File: src/rtl/prbs_pkg.sv
// Constants and helpers for the PRBS9 BER link, shared by the transmit source
// and the receiver-side BER block.
package prbs_pkg;

    localparam int PRBS9_W      = 9;
    localparam int PRBS9_TAP_A  = 8;
    localparam int PRBS9_TAP_B  = 4;
    localparam int PRBS9_PERIOD = 511;
    localparam int CNT_W        = 64;

    // x^9 + x^5 + 1, shifting towards the MSB which is the emitted bit.
    function automatic logic [PRBS9_W-1:0] prbs9_next(input logic [PRBS9_W-1:0] s);
        return {s[PRBS9_W-2:0], s[PRBS9_TAP_A] ^ s[PRBS9_TAP_B]};
    endfunction

    function automatic logic [CNT_W-1:0] sat_inc(input logic [CNT_W-1:0] c);
        return (&c) ? c : c + CNT_W'(1);
    endfunction

endpackage

File: src/rtl/prbs9_lfsr.sv
// PRBS9 register with seed load, advance strobe and an all-zero lock-up guard.
// Also used as the receiver's local reference generator.
module prbs9_lfsr
    import prbs_pkg::*;
#(
    parameter logic [PRBS9_W-1:0] SEED = 9'h1AA
) (
    input  logic clock,
    input  logic reset,
    input  logic enable,
    input  logic advance,
    output logic msb,
    output logic locked
);

    logic [PRBS9_W-1:0] state;

    // An upset into the all-zero state would stall the sequence forever, so
    // the seed is reloaded on the next enabled edge instead of advancing.
    always_ff @(posedge clock) begin
        if (reset) begin
            state <= SEED;
        end else if (enable) begin
            if (state == '0) begin
                state <= SEED;
            end else if (advance) begin
                state <= prbs9_next(state);
            end
        end
    end

    assign msb    = state[PRBS9_TAP_A];
    assign locked = (state == '0);

endmodule

File: src/rtl/prbs9_tx_source.sv
// Transmit-side PRBS9 stimulus source: baud-rate symbol strobe, clean reference
// bit, error-injectable transmit bit and saturating VIO counters.
module prbs9_tx_source
    import prbs_pkg::*;
#(
    parameter logic [PRBS9_W-1:0] SEED       = 9'h1AA,
    parameter int                 OS         = 4,
    parameter int                 ERR_PERIOD = 0
) (
    input  logic             clock,
    input  logic             i_reset,
    input  logic             i_enable,
    input  logic             i_err_inj_en,
    output logic             o_valid,
    output logic             o_prbs_ref,
    output logic             o_tx_bit,
    output logic             o_sof,
    output logic [CNT_W-1:0] o_counterBit,
    output logic [CNT_W-1:0] o_counterInj
);

    localparam int INJ_W = (ERR_PERIOD > 1) ? $clog2(ERR_PERIOD) : 1;

    if (SEED == '0) begin : g_bad_seed
        $error("prbs9_tx_source: SEED must be non-zero");
    end
    if (OS < 1 || OS > 255) begin : g_bad_os
        $error("prbs9_tx_source: OS must be in 1..255");
    end
    if (ERR_PERIOD < 0) begin : g_bad_err_period
        $error("prbs9_tx_source: ERR_PERIOD must be non-negative");
    end

    logic [7:0]         tick;
    logic [8:0]         seq_idx;
    logic [INJ_W-1:0]   inj_cnt;
    logic               lfsr_msb;
    logic               lfsr_locked;
    logic               tick_last;
    logic               inj_last;
    logic               symbol;
    logic               inject;
    logic [CNT_W-1:0]   cnt_bit;
    logic [CNT_W-1:0]   cnt_inj;

    assign tick_last = (tick == 8'(OS - 1));
    assign inj_last  = (ERR_PERIOD != 0) && (inj_cnt == INJ_W'(ERR_PERIOD - 1));
    // A lock-up reload edge takes the place of the symbol it would have emitted.
    assign symbol    = i_enable && tick_last && !lfsr_locked;
    assign inject    = symbol && inj_last && i_err_inj_en;

    prbs9_lfsr #(
        .SEED (SEED)
    ) u_lfsr (
        .clock   (clock),
        .reset   (i_reset),
        .enable  (i_enable),
        .advance (symbol),
        .msb     (lfsr_msb),
        .locked  (lfsr_locked)
    );

    always_ff @(posedge clock) begin
        if (i_reset) begin
            tick <= '0;
        end else if (i_enable) begin
            tick <= tick_last ? 8'd0 : tick + 8'd1;
        end
    end

    always_ff @(posedge clock) begin
        if (i_reset) begin
            seq_idx <= '0;
            inj_cnt <= '0;
        end else if (symbol) begin
            seq_idx <= (seq_idx == 9'(PRBS9_PERIOD - 1)) ? 9'd0 : seq_idx + 9'd1;
            inj_cnt <= (inj_last || ERR_PERIOD == 0) ? '0 : inj_cnt + INJ_W'(1);
        end
    end

    // Strobe and start-of-frame are single-cycle; data and counters hold between symbols.
    always_ff @(posedge clock) begin
        if (i_reset) begin
            o_valid    <= 1'b0;
            o_sof      <= 1'b0;
            o_prbs_ref <= 1'b0;
            o_tx_bit   <= 1'b0;
            cnt_bit    <= '0;
            cnt_inj    <= '0;
        end else begin
            o_valid <= symbol;
            o_sof   <= symbol && (seq_idx == 9'd0);
            if (symbol) begin
                o_prbs_ref <= lfsr_msb;
                o_tx_bit   <= lfsr_msb ^ inject;
                cnt_bit    <= sat_inc(cnt_bit);
                if (inject) begin
                    cnt_inj <= sat_inc(cnt_inj);
                end
            end
        end
    end

    assign o_counterBit = cnt_bit;
    assign o_counterInj = cnt_inj;

endmodule

File: config.mk
export PLATFORM = sky130hd
export DESIGN_NAME = prbs9_tx_source
export DESIGN_NICKNAME = d
export VERILOG_FILES = /design/src/rtl/prbs_pkg.sv /design/src/rtl/prbs9_lfsr.sv /design/src/rtl/prbs9_tx_source.sv
export SDC_FILE = /design/constraint.sdc
export NUM_CORES = 1
export LEC_CHECK = 0
export BUFFER_PORTS_ARGS = -buffer_cell sky130_fd_sc_hd__buf_4
export CAP_MARGIN = 20
export CORE_ASPECT_RATIO = 1.1
export CORE_UTILIZATION = 45
export CTS_BUF_LIST = sky130_fd_sc_hd__clkbuf_2
export DETAILED_ROUTE_END_ITERATION = 6
export PLACE_DENSITY = 0.75
export SLEW_MARGIN = 10
export SYNTH_ARGS = -nofsm -noshare
export SYNTH_HDL_FRONTEND = slang
export SYNTH_SLANG_ARGS = --single-unit
File: constraint.sdc
create_clock -name clock -period 2.5 [get_ports clock]
set_input_delay 0.25 -clock clock [delete_from_list [all_inputs] [get_ports clock]]
set_output_delay 0.25 -clock clock [all_outputs]
set_load 0.01 [all_outputs]
==> out/results.ini, run 1 <==
[critical_path]
worstPathMaxFanout = 6
worst_ep_required_time_ps = 3020
worstReg2RegStart = tick[2]
r2r_end = o_counterBit[40]
critPathKind = reg2reg
startpoint_type = flop
r2r_cells = 8
r2r_setup_slack_ps = -90
critPathArrivalTime_ps = 3110
critPathCaptureType = flop

[global_routing]
track_usage_pct = 21.80
first_global_vias = 4473
grt-ovfl-total = 0
antenna_found_initial = 0
grt_pass1_wl_um = 21110
grt_start_max_net_pins = 39

[clock_tree]
ctsLongestPathBuffers = 2
cts_tree = built
cts_root_buffer = clkbuf_2
insertion_delay_ps = 590
clkSlewWorstSetupHoldPaths_ps = 250
cts_buffers = 9
h-tree-depth = 3
cts.sinks = 93

[synth]
ys_seq_elements = 93
syn-cell-area_um2 = 5127
ys_warn_count = 0
synth_top_family_by_area = simple AND/OR/NAND/NOR gates
synth_ff_type = dfxtp_1
avgSynthCellArea_um2 = 8.310
ys_seq_area_share_pct = 36.31
synth_fa_ha_area_share_pct = 1.220
synth_edf_count = 0
synthXorXnorAreaFrac_pct = 9.224
synthSimpleGateAreaFrac_pct = 33.16
async_reset_ff_share_pct = 0
synth_compound_area_share_pct = 5.808
synthMuxAreaShare_pct = 2.245
synth_cell_types = 50
netlist_instances = 617

[worst_hold_path]
min_path_cells = 4
min-delay-path-class = in2reg
hp-start = i_enable
worst_hold_path.endpoint = tick[0]

[finish]
drive_gt1_share_pct = 28.57
syn_to_final_growth_pct = 27.18
fin_util_pct = 59.23
design_area_um2 = 6521
final_nets = 760
diodes = 0

[floorplan]
initial_core_util_pct = 46.57
die_y_um = 114.0
io_pins = 136
rows = 40
die_x_um = 103.8
die_area_um2 = 11830
core-area_um2 = 11010

[power]
switching_power_uw = 641.3
power_frac_comb_pct = 5.0
p_clk_share_pct = 34.9
p_sw_share_pct = 25.65
powerDensity_nw_per_um2 = 383.4
peakVddDrop_mv = 0.2107
internal_power_mw = 1.859
seqPwrFrac_pct = 60.1
p_leak_nw = 2.568

[detailed_routing]
route.detailed.wl_per_inst_um = 14.76
wl_um = 13330
drtIter0Drc = 302
drc_errors = 0
first_pass_iters = 5
detail-route-antenna-nets = 0
num_vias = 4913
routed_via_density = 5.441

[placement]
gp_congestion = 0.8780
place_ws_ps = -190.4
dpl_cell_area_um2 = 5966
io_buffers = 70
hpwlAfterDp_um = 9492

[sta]
setup_violations = 16
tightest_slew_ps = 815.4
fmax_mhz = 385.7
hold_violations = 0
holdWs_ps = 472.8
slew_viol_final = 0
period_needed_ps = 2592
relSlewSlack_pct = 45.23
fin_crit_sh_pct = 103.7
rsz0062_at_grt = true
timing.final.ws_setup_ps = -92.39
skew_ps = 27.50

[run]
max_cap_viol_count = 0

[status]
outcome = finished with violations
violations = negative setup slack

repair_timing:
item,CTS,global route
pin swaps,10,28
endpoints found under the hold margin,12,0
endpoints found under the setup margin,39,53
hold buffers,2,0
resized for setup,8,59
buffers inserted,5,8
sequential cells by signal, summed over array words and instances (netlist names):
| name | count |
|---|---|
| seq_idx | 9 |
| o_counterBit | 64 |
| u_lfsr.state | 9 |
| o_sof | 1 |
| o_tx_bit | 1 |
| o_valid | 1 |
| tick | 8 |
worst max-delay path by stage:
stage	start	to	slack, ps	cells past startpoint
after floorplan	tick[2]	o_counterBit[60]	-50	7
after global placement	tick[2]	o_counterBit[60]	-140	7
after detailed placement	tick[2]	o_counterBit[60]	-190	7
after CTS	tick[2]	o_counterBit[63]	3	8
after global routing	tick[2]	o_counterBit[63]	-170	8
final	tick[2]	o_counterBit[40]	-90	8
metal layers:
layer | vias up | part of all wire (%) | global-route usage, %
met1 | 2325 | 42 | 27.29
met3 | 32 | 6.9 | 4.914
met2 | 215 | 49 | 36.55
met5 | - | 0 | 0
li1 | 2341 | - | -
met4 | 0 | 2.6 | 8.762
worst max-delay path, cell delays in order (launching register included):
cell and delay, ps:
dfxtp_2 380, or4_4 520, or4_4 480, buf_6 160, nor4b_4 230, buf_4 190
nand2_2 70, or3_1 320, a21oi_1 170
kinds of logic (layout without fill, tap and decap cells):
family / count (synthesis) / after routing
compound gates: 50 / 50
xor+xnor: 54 / 54
fa+ha+maj: 5 / 5
buf+inv: 95 / 171
flops: 93 / 93
mux: 11 / 11
other cells: 1 / 64
simple gates: 308 / 308
metrics by stage:
| stage | setup TNS, ps | power [mW] | cells |
|---|---|---|---|
| floorplan | -45.80 | 1.692 | 680 |
| CTS | 0 | 2.505 | 896 |
| detailed placement | -1532 | 1.642 | 873 |
| global route | -2350 | 2.597 | 903 |
| finish | -611.8 | 2.500 | 903 |
| global placement | -1326 | 1.638 | 873 |
synthesized netlist by cell type, types with 4 or more instances:
cell	n	area share, %
or4_1	12	1.8
xnor2_1	18	3.1
nand3_1	41	4.0
o31ai_1	7	1.0
a21oi_1	23	2.2
nand2_1	44	3.2
nor4_1	14	1.7
clkbuf_1	13	0.95
nor2_1	74	5.4
nand4_1	44	5.4
nor3_1	11	1.1
or3_1	14	1.7
and2_1	7	0.85
ha_1	5	1.2
buf_4	65	9.5
and3_1	10	1.2
o21ai_0	11	1.1
nor2b_1	5	0.61
inv_1	10	0.73
xor2_1	36	6.1
dfxtp_1	93	36
mux2i_1	7	1.4
buf_2	4	0.39
and4_1	11	1.9
placed cells by master, fill, tap and decap left out, types with 3 or more instances in the layout:
cell type    n
nor4_2       3
dfxtp_2      4
buf_4      133
clkbuf_2     9
and3_1      10
a21oi_1     16
nor2_1      72
conb_1      64
xnor2_1     18
xor2_1      36
o31ai_1      6
nand3_2      3
o21ai_0     10
and2_1       7
buf_6        8
a21oi_2      7
nand3_4      3
or2_2        3
nand3b_1     3
dfxtp_1     89
nor4_1       8
or3_1       14
nand4_1     44
nor2b_1      4
inv_1       10
or4_4        7
nor4_4       5
and4_1      11
nand3_1     36
or4_1        5
ha_1         5
mux2i_1      7
nand2_1     42
nor3_1       7
nand4b_1     3
power groups by stage:
stage	sequential (mW)	clock [mW]	combinational (mW)
after floorplan	1.53	0	0.164
after global placement	1.53	0	0.110
after detailed placement	1.53	0	0.113
after CTS	1.50	0.885	0.117
after global routing	1.51	0.954	0.138
final	1.50	0.873	0.126
final cells by class:
| type | instances | area, µm² |
|---|---|---|
| well taps | 147 | 183.9 |
| multi-input cells | 492 | 3163 |
| inverters | 11 | 41.29 |
| clock inverters | 7 | 97.59 |
| clock buffers | 9 | 45.04 |
| flip-flops and latches | 93 | 1867 |
| repair buffers | 144 | 1124 |
| fillers | 972 | 4489 |
No activity file was read; power rests on OpenSTA's default activity.
==> run 2, diff against run 1 <==
- PLACE_DENSITY: 0.75 -> 0.72
- clock period: 2.5 -> 2.9 ns (I/O delays scaled with it)
==> out/results.ini, run 2 (synthesis results as in run 1) <==
[status]
outcome = completed

[floorplan]
die_x_um = 103.8  ; unchanged
die_area_um2 = 11830  ; unchanged
die_y_um = 114.0  ; unchanged
io_pins = 136  ; unchanged
rows = 40  ; unchanged
initial_core_util_pct = 46.57  ; unchanged
core-area_um2 = 11010  ; unchanged

[finish]
drive_gt1_share_pct = 17.64  ; -11 points
diodes = 0  ; unchanged
fin_util_pct = 52.33  ; -6.9 points
final_common_cell = dfxtp_1
final_cell_mix = dfxtp_1 (93), buf_4 (91), nor2_1 (74), conb_1 (64)
design_area_um2 = 5762  ; -12%
largest_register_ffs = 64  ; unchanged
final_nets = 708  ; -6.8%
syn_to_final_growth_pct = 12.37

[sta]
fmax_mhz = 360.2  ; -6.6%
slew_viol_final = 0  ; unchanged
relSlewSlack_pct = 60.58  ; +15 points
tightest_slew_ps = 585.9  ; -229.4 ps
setup_violations = 0  ; -16
rsz0062_at_grt = false
timing.final.ws_setup_ps = 123.9  ; +216.3 ps
setup_tns_ps = 0  ; +611.8 ps
skew_ps = 17.25  ; -10.24 ps
period_needed_ps = 2776  ; +183.7 ps
fin_crit_sh_pct = 95.73  ; -8.0 points
hold_violations = 0  ; unchanged

[global_routing]
track_usage_pct = 20.23  ; -1.6 points
grt_pass1_wl_um = 19420  ; -8.0%
first_global_vias = 4042  ; -9.6%
antenna_found_initial = 0  ; unchanged
grt-ovfl-total = 0  ; unchanged
grt_start_max_net_pins = 44  ; +13%

[run]
max_cap_viol_count = 0  ; unchanged

[detailed_routing]
first_pass_iters = 5  ; unchanged
num_vias = 4598  ; -6.4%
drc_errors = 0  ; unchanged
detail-route-antenna-nets = 0  ; unchanged
route.detailed.wl_per_inst_um = 14.20  ; -3.8%
drtIter0Drc = 231  ; -24%
routed_via_density = 5.409  ; -0.58%
wl_um = 12070  ; -9.5%

[critical_path]
crit_slowest_cell = or4_4
worst_ep_required_time_ps = 3400  ; +380 ps
critPathCaptureType = flop
crit_path_cell_trace = or4_1 -> or4_4 -> nor2_4 -> buf_4 -> nand3_1 -> nor2b_1 -> mux2_2
slowest_delay_ps = 530  ; about the same
critPathArrivalTime_ps = 3270  ; +160 ps
critPathKind = reg2reg
worstPathMaxFanout = 22  ; +16
startpoint_type = flop

[placement]
io_buffers = 70  ; unchanged
dpl_cell_area_um2 = 5644  ; -5.4%
place_ws_ps = 71.87  ; +262.2 ps
hpwlAfterDp_um = 8925  ; -6.0%
gp_congestion = 0.8574  ; -2.3%

[power]
peakVddDrop_mv = 0.2072  ; -1.6%
total_power_mw = 1.915  ; -23%
p_leak_nw = 2.206  ; -14%
powerDensity_nw_per_um2 = 332.3  ; -13%

[clock_tree]
clkSlewWorstSetupHoldPaths_ps = 230  ; -20 ps
cts_root_buffer = clkbuf_2
insertion_delay_ps = 560  ; -30 ps
cts_tree = built
cts_buffers = 9  ; unchanged
ctsLongestPathBuffers = 2  ; unchanged
h-tree-depth = 3  ; unchanged
cts.sinks = 93  ; unchanged

[worst_hold_path]
min-delay-path-class = in2reg

[run 2: final timing paths]
kind | slack [ps] | depth (start not counted) | endpoint | from
setup / recovery | 120 | 7 | o_counterBit[50] | tick[3]
hold / removal | 90 | 2 | o_counterBit[47] | i_reset
setup reg to reg | 120 | 7 | o_counterBit[50] | tick[3]
hold reg to reg | 510 | 2 | o_tx_bit | o_tx_bit
[run 2: per-stage QoR]
step,hold slack (ps),instances
3_3_place_gp,465.4,832
6_report,91.00,850
3_5_place_dp,474.4,832
4_1_cts,64.89,848
5_1_grt,59.68,850
2_1_floorplan,451.3,680
[run 2: report_power, final]
group	leakage [nW]	internal [mW]	switching [mW]
combinational	1.40	0.0185	0.0757
clock	0.0592	0.114	0.413
sequential	0.749	1.29	0.00593
total	2.21	1.42	0.495
[run 2: final cells by class]
type | instances | area (µm²)
clock buffer | 12 | 60.06
fill | 1055 | 5249
clock inverter | 3 | 13.76
timing repair buffer | 92 | 693.2
inverter | 11 | 41.29
multi-input combinational | 492 | 2908
tap | 147 | 183.9
sequential | 93 | 1862
[run 2: repair_timing]
item | CTS | global route
gates resized for setup | 0 | 4
setup endpoints to repair | 0 | 14
hold buffers | 1 | 0
hold endpoints to repair | 1 | 0
setup buffers | 0 | 2
[run 2: routing by layer]
layer | global-route usage [%] | wire [µm]
met5 | 0 | 0
met4 | 10.00 | 299
met3 | 4.571 | 666
met2 | 33.83 | 5780
met1 | 24.70 | 5321
[run 2: critical path, delay by kind of cell (launching register included)]
| family | cells | cell delay [ps] |
|---|---|---|
| simple gates | 5 | 1650 |
| mux | 1 | 350 |
| flops | 1 | 390 |
| buf+inv | 1 | 320 |
